## config.mk

```make
export PLATFORM = sky130hd
export DESIGN_NAME = fpmul_share_ctrl
export DESIGN_NICKNAME = d
export VERILOG_FILES = /design/src/rtl/fpmul_share_ctrl.sv
export SDC_FILE = /design/constraint.sdc
export NUM_CORES = 1
export LEC_CHECK = 0
export BUFFER_PORTS_ARGS = -buffer_cell sky130_fd_sc_hd__buf_4
export CAP_MARGIN = 20
export CORE_AREA = 2 2 156 158
export DETAILED_ROUTE_END_ITERATION = 12
export DIE_AREA = 0 0 158 160
export GPL_TIMING_DRIVEN = 0
export SYNTH_ARGS = -nofsm -noshare
export SYNTH_HDL_FRONTEND = slang
export SYNTH_SLANG_ARGS = --single-unit
```

## constraint.sdc

```tcl
create_clock -name clk -period 4.39 [get_ports clk]
set_input_delay 0.6585 -clock clk [delete_from_list [all_inputs] [get_ports clk]]
set_output_delay 0.6585 -clock clk [all_outputs]
set_load 0.005 [all_outputs]
```

## src/rtl/fpmul_share_ctrl.sv

```systemverilog
// rtl/fpmul_share_ctrl.sv - round-robin sharing controller for one combinational FP32 multiplier
// Optional zero-operand shortcut: FPMUL_SHARE_ZERO_BYPASS_EN
module fpmul_share_ctrl #(
  parameter int NREQ   = 4,
  parameter int SETTLE = 2,
  parameter int IDW    = $clog2(NREQ)
) (
  input  logic                 clk,
  input  logic                 rst,
  input  logic [NREQ-1:0]      req_valid,
  input  logic [32*NREQ-1:0]   req_a,
  input  logic [32*NREQ-1:0]   req_b,
  output logic [NREQ-1:0]      req_ready,
  output logic [31:0]          mul_a,
  output logic [31:0]          mul_b,
  input  logic [31:0]          mul_out,
  output logic                 rsp_valid,
  output logic [31:0]          rsp_data,
  output logic [IDW-1:0]       rsp_id,
  input  logic                 rsp_ready,
  output logic                 busy
);

  localparam int CW = (SETTLE > 1) ? $clog2(SETTLE) : 1;

  typedef enum logic [1:0] {S_IDLE, S_WAIT, S_RESP} state_t;

  state_t          state_q;
  logic [IDW-1:0]  ptr_q;
  logic [CW-1:0]   cnt_q;
  logic [31:0]     mul_a_q, mul_b_q, rsp_data_q;
  logic [IDW-1:0]  rsp_id_q;
  logic            rsp_valid_q, busy_q;

  logic            found_d;
  logic [IDW-1:0]  grant_d, ptr_d;
  logic [31:0]     op_a_d, op_b_d;
  logic            take_d;
`ifdef FPMUL_SHARE_ZERO_BYPASS_EN
  logic            zero_d;
`endif

  // Search starts at ptr and wraps, so the most recently served requester is last in line.
  always_comb begin
    int j;
    j       = 0;
    found_d = 1'b0;
    grant_d = '0;
    for (int k = 0; k < NREQ; k++) begin
      j = int'(ptr_q) + k;
      if (j >= NREQ) j = j - NREQ;
      if (!found_d && req_valid[j]) begin
        found_d = 1'b1;
        grant_d = IDW'(j);
      end
    end
  end

  always_comb begin
    op_a_d = '0;
    op_b_d = '0;
    for (int k = 0; k < NREQ; k++) begin
      if (grant_d == IDW'(k)) begin
        op_a_d = req_a[32*k +: 32];
        op_b_d = req_b[32*k +: 32];
      end
    end
  end

  assign ptr_d  = (grant_d == IDW'(NREQ-1)) ? '0 : grant_d + 1'b1;
  assign take_d = (state_q == S_IDLE) && found_d;

`ifdef FPMUL_SHARE_ZERO_BYPASS_EN
  assign zero_d = (op_a_d[30:0] == 31'd0) || (op_b_d[30:0] == 31'd0);
`endif

  // Grant is combinational so a waiting requester transfers in its first IDLE cycle.
  always_comb begin
    req_ready = '0;
    if (take_d && !rst) req_ready[grant_d] = 1'b1;
  end

  always_ff @(posedge clk or posedge rst) begin
    if (rst) begin
      state_q     <= S_IDLE;
      ptr_q       <= '0;
      cnt_q       <= '0;
      mul_a_q     <= '0;
      mul_b_q     <= '0;
      rsp_data_q  <= '0;
      rsp_id_q    <= '0;
      rsp_valid_q <= 1'b0;
      busy_q      <= 1'b0;
    end else begin
      case (state_q)
        S_IDLE: begin
          if (take_d) begin
            mul_a_q  <= op_a_d;
            mul_b_q  <= op_b_d;
            rsp_id_q <= grant_d;
            ptr_q    <= ptr_d;
            cnt_q    <= CW'(SETTLE - 1);
            busy_q   <= 1'b1;
`ifdef FPMUL_SHARE_ZERO_BYPASS_EN
            if (zero_d) begin
              rsp_data_q  <= {op_a_d[31] ^ op_b_d[31], 31'd0};
              rsp_valid_q <= 1'b1;
              state_q     <= S_RESP;
            end else begin
              state_q <= S_WAIT;
            end
`else
            state_q <= S_WAIT;
`endif
          end
        end
        S_WAIT: begin
          // Product is only trusted on the last settle cycle.
          if (cnt_q != '0) begin
            cnt_q <= cnt_q - 1'b1;
          end else begin
            rsp_data_q  <= mul_out;
            rsp_valid_q <= 1'b1;
            state_q     <= S_RESP;
          end
        end
        S_RESP: begin
          if (rsp_ready) begin
            rsp_valid_q <= 1'b0;
            busy_q      <= 1'b0;
            state_q     <= S_IDLE;
          end
        end
        default: begin
          state_q     <= S_IDLE;
          rsp_valid_q <= 1'b0;
          busy_q      <= 1'b0;
        end
      endcase
    end
  end

  assign mul_a     = mul_a_q;
  assign mul_b     = mul_b_q;
  assign rsp_data  = rsp_data_q;
  assign rsp_id    = rsp_id_q;
  assign rsp_valid = rsp_valid_q;
  assign busy      = busy_q;

endmodule

```

## Word level (Yosys, flattened, before mapping)

Index checks and enable logic that the tools add are counted.

| word-level totals | value |
|---|---|
| register bits | 105 |
| input bits | 295 |
| output and inout port bits | 104 |
| word-level logic and storage cells | 105 |

| cells by class | value |
|---|---|
| add/sub/neg operators | 9 |
| $lt $le $gt $ge | 10 |
| equality and inequality tests | 8 |
| muxes and demuxes | 47 |
| bitwise logic cells | 3 |
| reductions and logical operators | 19 |

Operator list:

| kind | number |
|---|---|
| 32-bit two-way mux | 12 |
| 32-bit by 4-bit < comparator with 1-bit output, second input constant | 4 |
| 1-bit two-way mux | 17 |
| 2-bit two-way mux | 8 |
| 3-bit by 3-bit subtractor with 4-bit output, second input constant | 3 |
| 3-bit >= comparator, second input constant | 3 |
| 3-bit AND reduction | 3 |
| 1-bit binary-select mux with 2-bit select | 4 |
| 2-bit by 2-bit adder with 3-bit output, second input constant | 2 |
| 2-bit equality test, second input constant | 3 |
| 1-bit logical AND | 6 |
| 2-bit inequality test, second input constant | 3 |
| 1-bit case mux with 3 select lines | 2 |
| 2-bit case mux with 3 select lines | 1 |
| 2-bit AND reduction | 3 |
| 2-bit by 1-bit equality test with 1-bit output, second input constant | 2 |
| 1-bit zero test | 4 |
| 2-bit zero test | 2 |
| 4-bit two-way mux | 1 |
| 2-bit by 3-bit subtractor with 4-bit output, second input constant | 1 |
| 2-bit by 1-bit adder with 3-bit output, second input constant | 1 |
| 2-bit by 3-bit >= comparator with 1-bit output, second input constant | 1 |
| 2-bit by 3-bit < comparator with 1-bit output, second input constant | 1 |
| 1-bit inverter | 3 |
| other kinds (6) | 6 |

## Logic depth before layout (Yosys ltp)

Gate-level depths: netlist of run 1.

| logic depth | value |
|---|---|
| depth in word-level cells | 20 |
| depth in mapped cells | 11 |

## Worst setup path after synthesis of run 1

No wires, ideal clock.

| timing | value |
|---|---|
| kind | input port to output port |
| start | in rst |
| end | out req_ready[0] |
| arrival | 3280 ps |
| required time | 3732 ps |
| path slack | 451 ps |
| stages on the path | 2 |
| cells stage by stage | inv_1 > and3_1 |

| on the way | value |
|---|---|
| longest elaborated chain between the ends | 3 |

Ends and longest elaborated chain:

| item | line | RTL |
|---|---|---|
| start, declared | 9 | `input logic rst,` |
| 1-bit zero test (no line) | n/a |  |
| 1-bit logical AND | 80 | `if (take_d && !rst) req_ready[grant_d] = 1'b1;` |
| 4-bit two-way mux | 80 |  |
| end, declared | 13 | `output logic [NREQ-1:0] req_ready,` |

No other way between the ends.

## Final worst setup path of run 1

| timing | value |
|---|---|
| start | in req_valid[1] |
| end | out req_ready[2] |

| on the way | value |
|---|---|
| longest elaborated chain between the ends | 18 |
| elaborated cells on any way between the ends | 34 |
| classes of those cells | 2 x order compare; 23 x mux; 9 x reduce/logical |

Ends and longest elaborated chain:

| item | line | RTL |
|---|---|---|
| start, declared | 10 | `input logic [NREQ-1:0] req_valid,` |
| 1-bit binary-select mux with 2-bit select | 52 | `if (!found_d && req_valid[j]) begin` |
| 1-bit two-way mux (implied by the code) (2 in a row) | 52 |  |
| 1-bit two-way mux | 52 |  |
| 1-bit zero test | 52 |  |
| 1-bit logical AND | 52 |  |
| 1-bit two-way mux | 52 |  |
| 1-bit zero test | 52 |  |
| 1-bit logical AND | 52 |  |
| 1-bit two-way mux | 52 |  |
| 1-bit zero test | 52 |  |
| 1-bit logical AND | 52 |  |
| 2-bit two-way mux | 52 |  |
| 2-bit by 3-bit < comparator with 1-bit output (implied by the code) / 2-bit by 1-bit >= comparator with 1-bit output (equally long branches) | 80 |  |
| 1-bit logical AND (implied by the code) | 80 |  |
| 1-bit two-way mux (implied by the code) | 80 |  |
| 1-bit demux with 2-bit select | 80 |  |
| 4-bit two-way mux (*) | 80 |  |

Every way passes the cells marked *; elsewhere a longest branch is shown, timed or not. The select of a mux whose other input is x is not followed.

==> results_dict.tcl, run 1 <==
set metrics [dict create \
    synth_area_leaders "dfrtp_1 (41%), a221o_1 (10%), a21oi_1 (8.9%), nand3b_1 (7.5%), a31oi_1 (6.3%)" \
    drt-wirelength-per-cell_um 19.4 \
    area_delta_synth_final_pct 58.6 \
    power.switching_w 0.00282 \
    pwr-share-comb_pct 60.5 \
    yosysMostFrequentCell "a21oi_1" \
    drtIter0Drc 465 \
    status "finished, final reports clean" \
    clock_skew_ns 0.0130 \
    drive_above_1_share_pct 43.2 \
    synth.top_cell.area_share_pct 41.2 \
    hold_path_class "primary input to asynchronous set/reset pin" \
    slowest_delay_ns 0.56 \
    synth.cell_area_um2 6380 \
    yosysSeqAreaShare_pct 41.2 \
    ys_ff_latch 105 \
    p_leak_nw 4.65 \
    powerDensity_nw_per_um2 660 \
    hold_slack_ns 0.284 \
    drc_errors 0 \
    portBuffers 398 \
    crit_family "buffers and inverters" \
    cts_buffer_depth 2 \
    synth_cell_types 33 \
    timing.reg2reg.setup_slack_ns 1.46 \
    antenna_found_initial 1 \
    grt_pass1_vias 7316 \
    dr.pass1.iters 5 \
    ctsHoldBuffers 0 \
    finalSetupViolations 0 \
    postCtsSetupBuffers 0 \
    nFillCells 2474 \
    via_per_inst 5.00 \
    fmax_mhz 238 \
    synth_warnings 0 \
    post-route-period-util_pct 95.8 \
    track_usage_pct 21.6 \
    cts_tree "built" \
    grt_overflow_total 0 \
    instances_no_fill 1455 \
    worstPathCellList "buf_4, or4_1, buf_2, buf_6, buf_6, nand4_1, ha_1, clkbuf_1, clkbuf_1, and3_1, buf_4" \
    critPathBufInv 7 \
    htree_levels 3 \
    max-cap-violations 0 \
    gp_routability_congestion 0.931 \
    start_util_pct 26.8 \
    finalWirelength_um 28200 \
    synth_top_area_cell "dfrtp_1" \
    crit_fanout 10 \
    fp.dieH_um 160 \
    period_minus_slack_ns 4.21 \
    use_met3_pct 4.97 \
    hold_viol 0 \
    die_x_um 158 \
    nNetsFinal 1424 \
    synth_async_sr_flop_share_pct 100 \
    synth_edf_count 0 \
    rsz0062_at_grt "false" \
    dp_hpwl_um 21900 \
    ys.flop_type "dfrtp_1" \
    grt.busiest_layer "met2" \
    slowest_stage "clkbuf_1" \
    crit_required_ns 3.73 \
    grt_pass1_wl_um 41700 \
    internal_power_w 0.00386 \
    cp-end-kind "primary output" \
    tightest_slew_ns 0.826 \
    insertion_delay_ns 0.36 \
    root_buffer "clkbuf_16" \
    io_pins 399 \
    slew_headroom_pct 44.7 \
    irDropWorstVdd_mv 0.266 \
    worstPathArrival_ns 3.55 \
    post_cts_resized 0 \
    p_sw_share_pct 42.2 \
    cts_inserted_buffers 9 \
    use_met2_pct 37.5 \
    cts.clk_slew.worst_paths_ns 0.08 \
    crit_type "primary input to primary output" \
    ys_top_cells_by_count "a21oi_1 (113), dfrtp_1 (105), nand2_1 (69), inv_1 (67)" \
    netlist_instances 715 \
    drtAntennaViolNets 0 \
    drv_slew 0 \
    clock-sinks 105 \
    power_w 0.00668 \
    dieArea_um2 25300 \
    core_area_um2 23800 \
    syn_avg_cell_area_um2 8.93 \
    vias 7274 \
    p_seq_share_pct 26.9 \
    dp.cells 1438 \
    clock_power_share_pct 12.6 \
    met1_usage_pct 26.2 \
    grt_start_max_net_pins 73 \
    syn_nets 1014 \
    start_kind "primary input" \
    placementRows 57 \
]
cell families after synthesis:
logic type      Yosys count  synth area share, %
compound gates          274                 29.3
simple gates            158                 14.0
buf+inv                 141                 8.96
flops                   105                 41.2
mux                      33                 5.82
fa+ha+maj                 4                0.784
flip-flops by register name (all words and copies together), names as in the netlist:
register   count
rsp_data      32
rsp_valid      1
mul_b         32
cnt_q          1
ptr_q          2
busy           1
rsp_id         2
state_q        2
mul_a         32
stage by stage:
| step | area, um^2 | setup WS, ns | setup TNS (ns) | utilization [%] |
|---|---|---|---|---|
| after floorplan | 6380 | 0.451 | 0 | - |
| after global placement | 9780 | -0.897 | -69.71 | 41.0 |
| after detailed placement | 9810 | 0.136 | 0 | 41.2 |
| after CTS | 10100 | 0.124 | 0 | 42.5 |
| after global routing | 10100 | 0.0267 | 0 | 42.5 |
| final | 10100 | 0.184 | 0 | 42.5 |
final timing paths:
path                            depth (start not counted)                      from                        to
worst max-delay path                                   11              req_valid[1]              req_ready[2]
worst min-delay path                                    2                       rst     mul_b[31]$_DFFE_PP0P_
worst max register to register                          9      ptr_q[0]$_DFFE_PP0P_     mul_b[20]$_DFFE_PP0P_
worst min register to register                          1  rsp_data[21]$_DFFE_PP0P_  rsp_data[21]$_DFFE_PP0P_
max in group asynchronous                               3                       rst     mul_a[17]$_DFFE_PP0P_
min in group clk                                        1  rsp_data[21]$_DFFE_PP0P_  rsp_data[21]$_DFFE_PP0P_
cell usage in the layout, fill, tap and decap left out, types with 13 or more instances in the layout:
| cell | instances |
|---|---|
| a221o_1 | 64 |
| inv_1 | 66 |
| clkbuf_1 | 51 |
| a31oi_1 | 64 |
| a21oi_1 | 113 |
| nand3b_1 | 64 |
| buf_4 | 399 |
| nand2_1 | 69 |
| a21oi_2 | 19 |
| buf_2 | 13 |
| mux2_2 | 33 |
| dfrtp_1 | 105 |
power by group through the flow:
stage | Clock [W] | Sequential (W) | Combinational (W)
finish | 0.000841 | 0.00180 | 0.00404
global placement | 0 | 0.00180 | 0.00406
detailed placement | 0 | 0.00181 | 0.00409
floorplan | 0 | 0.00182 | 0.00225
CTS | 0.000870 | 0.00180 | 0.00409
global route | 0.000909 | 0.00186 | 0.00443
layout make-up:
| type | instances | area, um^2 | share of cell area [%] |
|---|---|---|---|
| Antenna cell | 1 | 2.50 | 0.0247 |
| Inverter | 67 | 256 | 2.53 |
| Buffer | 74 | 320 | 3.17 |
| Timing Repair Buffer | 399 | 3020 | 29.8 |
| Multi-Input combinational cell | 469 | 3180 | 31.5 |
| Clock inverter | 7 | 83.8 | 0.828 |
| Clock buffer | 9 | 225 | 2.23 |
| Sequential cell | 105 | 2630 | 26.0 |
| Tap cell | 324 | 405 | 4.01 |
routing by layer:
layer,part of all wire (%),wire (um),vias up
li1,-,-,3448
met1,39,11000,3454
met2,51,14300,329
met3,7.9,2230,43
met4,2.5,717,0
met5,0,0,-
Power figures use the tool's default switching activity.
==> inputs of run 2 (changes only) <==
--- a/config.mk
+++ b/config.mk
@@ -7,10 +7,12 @@
 export LEC_CHECK = 0
 export BUFFER_PORTS_ARGS = -buffer_cell sky130_fd_sc_hd__buf_4
 export CAP_MARGIN = 20
-export CORE_AREA = 2 2 156 158
+export CORE_AREA = 2 2 154 156
+export CTS_BUF_LIST = sky130_fd_sc_hd__clkbuf_8
 export DETAILED_ROUTE_END_ITERATION = 12
-export DIE_AREA = 0 0 158 160
+export DIE_AREA = 0 0 156 158
 export GPL_TIMING_DRIVEN = 0
+export MAX_ROUTING_LAYER = met4
 export SYNTH_ARGS = -nofsm -noshare
 export SYNTH_HDL_FRONTEND = slang
 export SYNTH_SLANG_ARGS = --single-unit
==> results_dict.tcl, run 2 (same netlist as run 1, synthesis figures left out) <==
set metrics [dict create \
    status "finished, final reports clean" \
    gp_routability_congestion 0.906 \
    dieArea_um2 24600 \
    crit_family "buffers and inverters" \
    fmax_mhz 239 \
    crit_required_ns 3.73 \
    track_usage_pct 22.3 \
    fin_ws_ns 0.202 \
    hold_path_class "primary input to asynchronous set/reset pin" \
    core_area_um2 23100 \
    drc_errors 0 \
    finish.instance_area_um2 9970 \
    grt_pass1_wl_um 40900 \
    drt-wirelength-per-cell_um 19.7 \
    drtIter0Drc 464 \
    clock_power_share_pct 9.6 \
    via_per_inst 5.13 \
    io_pins 399 \
    critPathBufInv 7 \
    max-cap-violations 0 \
    worst-path-stages 11 \
    portBuffers 398 \
    clock_skew_ns 0.0204 \
    placed_area_um2 9770 \
    slowest_stage "clkbuf_1" \
    finalSetupViolations 0 \
    nNetsFinal 1424 \
    power.switching_w 0.00279 \
    p_seq_share_pct 27.7 \
    power_w 0.00646 \
    grt_overflow_total 0 \
    final_util_pct 43.2 \
    preCtsSetupSlack_ns 0.174 \
    cts_tree "built" \
    finalWirelength_um 28000 \
    antenna_found_initial 2 \
    cts_inserted_buffers 9 \
    postCtsSetupBuffers 0 \
    start_util_pct 27.7 \
    dr.pass1.iters 5 \
    cts_buffer_depth 2 \
    vias 7298 \
    fin_tns_setup_ns 0 \
    root_buffer "clkbuf_8" \
    hold_viol 0 \
    nFillCells 2331 \
    tightest_slew_ns 0.801 \
    rsz0062_at_grt "false" \
    p_sw_share_pct 43.2 \
    fp.dieH_um 158 \
    pwr-share-comb_pct 62.7 \
    cp-end-kind "primary output" \
    slowest_delay_ns 0.53 \
    ff2ff_path_depth 9 \
    crit_fanout 10 \
    die_x_um 156 \
    drv_slew 0 \
    insertion_delay_ns 0.39 \
    post-route-period-util_pct 95.4 \
    htree_levels 3 \
    grt_pass1_vias 7278 \
    worstPathArrival_ns 3.53 \
    drive_above_1_share_pct 43.2 \
    powerDensity_nw_per_um2 649 \
    irDropWorstVdd_mv 0.270 \
    worstPathCellList "buf_4, or4_1, buf_2, buf_6, buf_6, nand4_1, ha_1, clkbuf_1, clkbuf_1, and3_1, buf_4" \
    clock-sinks 105 \
    internal_power_w 0.00367 \
    cts.clk_slew.worst_paths_ns 0.12 \
    placementRows 56 \
    post_cts_resized 0 \
    period_minus_slack_ns 4.19 \
    final_cell_mix "buf_4 (399), a21oi_1 (113), dfrtp_1 (105), nand2_1 (69), inv_1 (66)" \
    ctsHoldBuffers 0 \
    grt_start_max_net_pins 60 \
    p_leak_nw 4.60 \
    start_kind "primary input" \
    crit_type "primary input to primary output" \
    final_common_cell "buf_4" \
    dp_hpwl_um 22000 \
    area_delta_synth_final_pct 56.2 \
    drtAntennaViolNets 0 \
    slew_headroom_pct 46.4 \
]
==> run 2: cell types whose count changed in the layout (fill, tap and decap cells not counted) <==
cell	change
clkinvlp_4	+1
clkbuf_8	+9
inv_6	-2
clkinv_8	-2
diode_2	+1
inv_8	+2
clkbuf_16	-9
clkinv_4	+1
==> run 2: cell type report <==
type / instances / area (um^2) / area share (%)
Multi-Input combinational cell: 469 / 3180 / 31.9
Timing Repair Buffer: 399 / 3020 / 30.3
Sequential cell: 105 / 2630 / 26.4
Tap cell: 290 / 363 / 3.64
Buffer: 74 / 320 / 3.21
Inverter: 67 / 256 / 2.57
Clock buffer: 9 / 124 / 1.24
Clock inverter: 7 / 72.6 / 0.728
Antenna cell: 2 / 5.00 / 0.0502
==> run 2: final timing paths <==
path / from / end / slack (ns)
max: req_valid[1] / req_ready[2] / 0.20
min in group clk: mul_out[4] / rsp_data[4]$_DFFE_PP0P_ / 0.49
max in group asynchronous: rst / mul_a[28]$_DFFE_PP0P_ / 3.42
min reg2reg: rsp_data[10]$_DFFE_PP0P_ / rsp_data[10]$_DFFE_PP0P_ / 0.52
min: rst / rsp_data[27]$_DFFE_PP0P_ / 0.30
max reg2reg: ptr_q[1]$_DFFE_PP0P_ / mul_b[17]$_DFFE_PP0P_ / 1.44
==> run 2: worst reg2reg max path, cell delays in order (launching register included) <==
cell and delay, ns:
dfrtp_1 0.46, nand2_1 0.07, a311oi_1 0.44, or2_2 0.20
ha_1 0.17, buf_2 0.33, buf_1 0.51, nand3b_1 0.19
a221o_1 0.35, a31oi_1 0.16
==> run 2: metal layers <==
layer,global-route usage [%],vias to the layer above,part of all wire [%]
met1,26.0,3465,40
met3,4.65,58,7.2
li1,-,3445,-
met5,-,-,0
met4,8.52,0,3.2
met2,38.0,330,50
==> run 2: stage by stage <==
| stage | instances | hold WS (ns) |
|---|---|---|
| floorplan | 715 | 0.487 |
| global placement | 1403 | 0.490 |
| detailed placement | 1404 | 0.497 |
| CTS | 1420 | 0.300 |
| global route | 1422 | 0.320 |
| finish | 1422 | 0.297 |
==> run 2: power by group through the flow <==
stage	clock network (W)	registers, W	logic (W)
after floorplan	0	0.00182	0.00225
after global placement	0	0.00180	0.00405
after detailed placement	0	0.00181	0.00408
after CTS	0.000654	0.00179	0.00409
after global routing	0.000685	0.00185	0.00443
final	0.000623	0.00179	0.00405
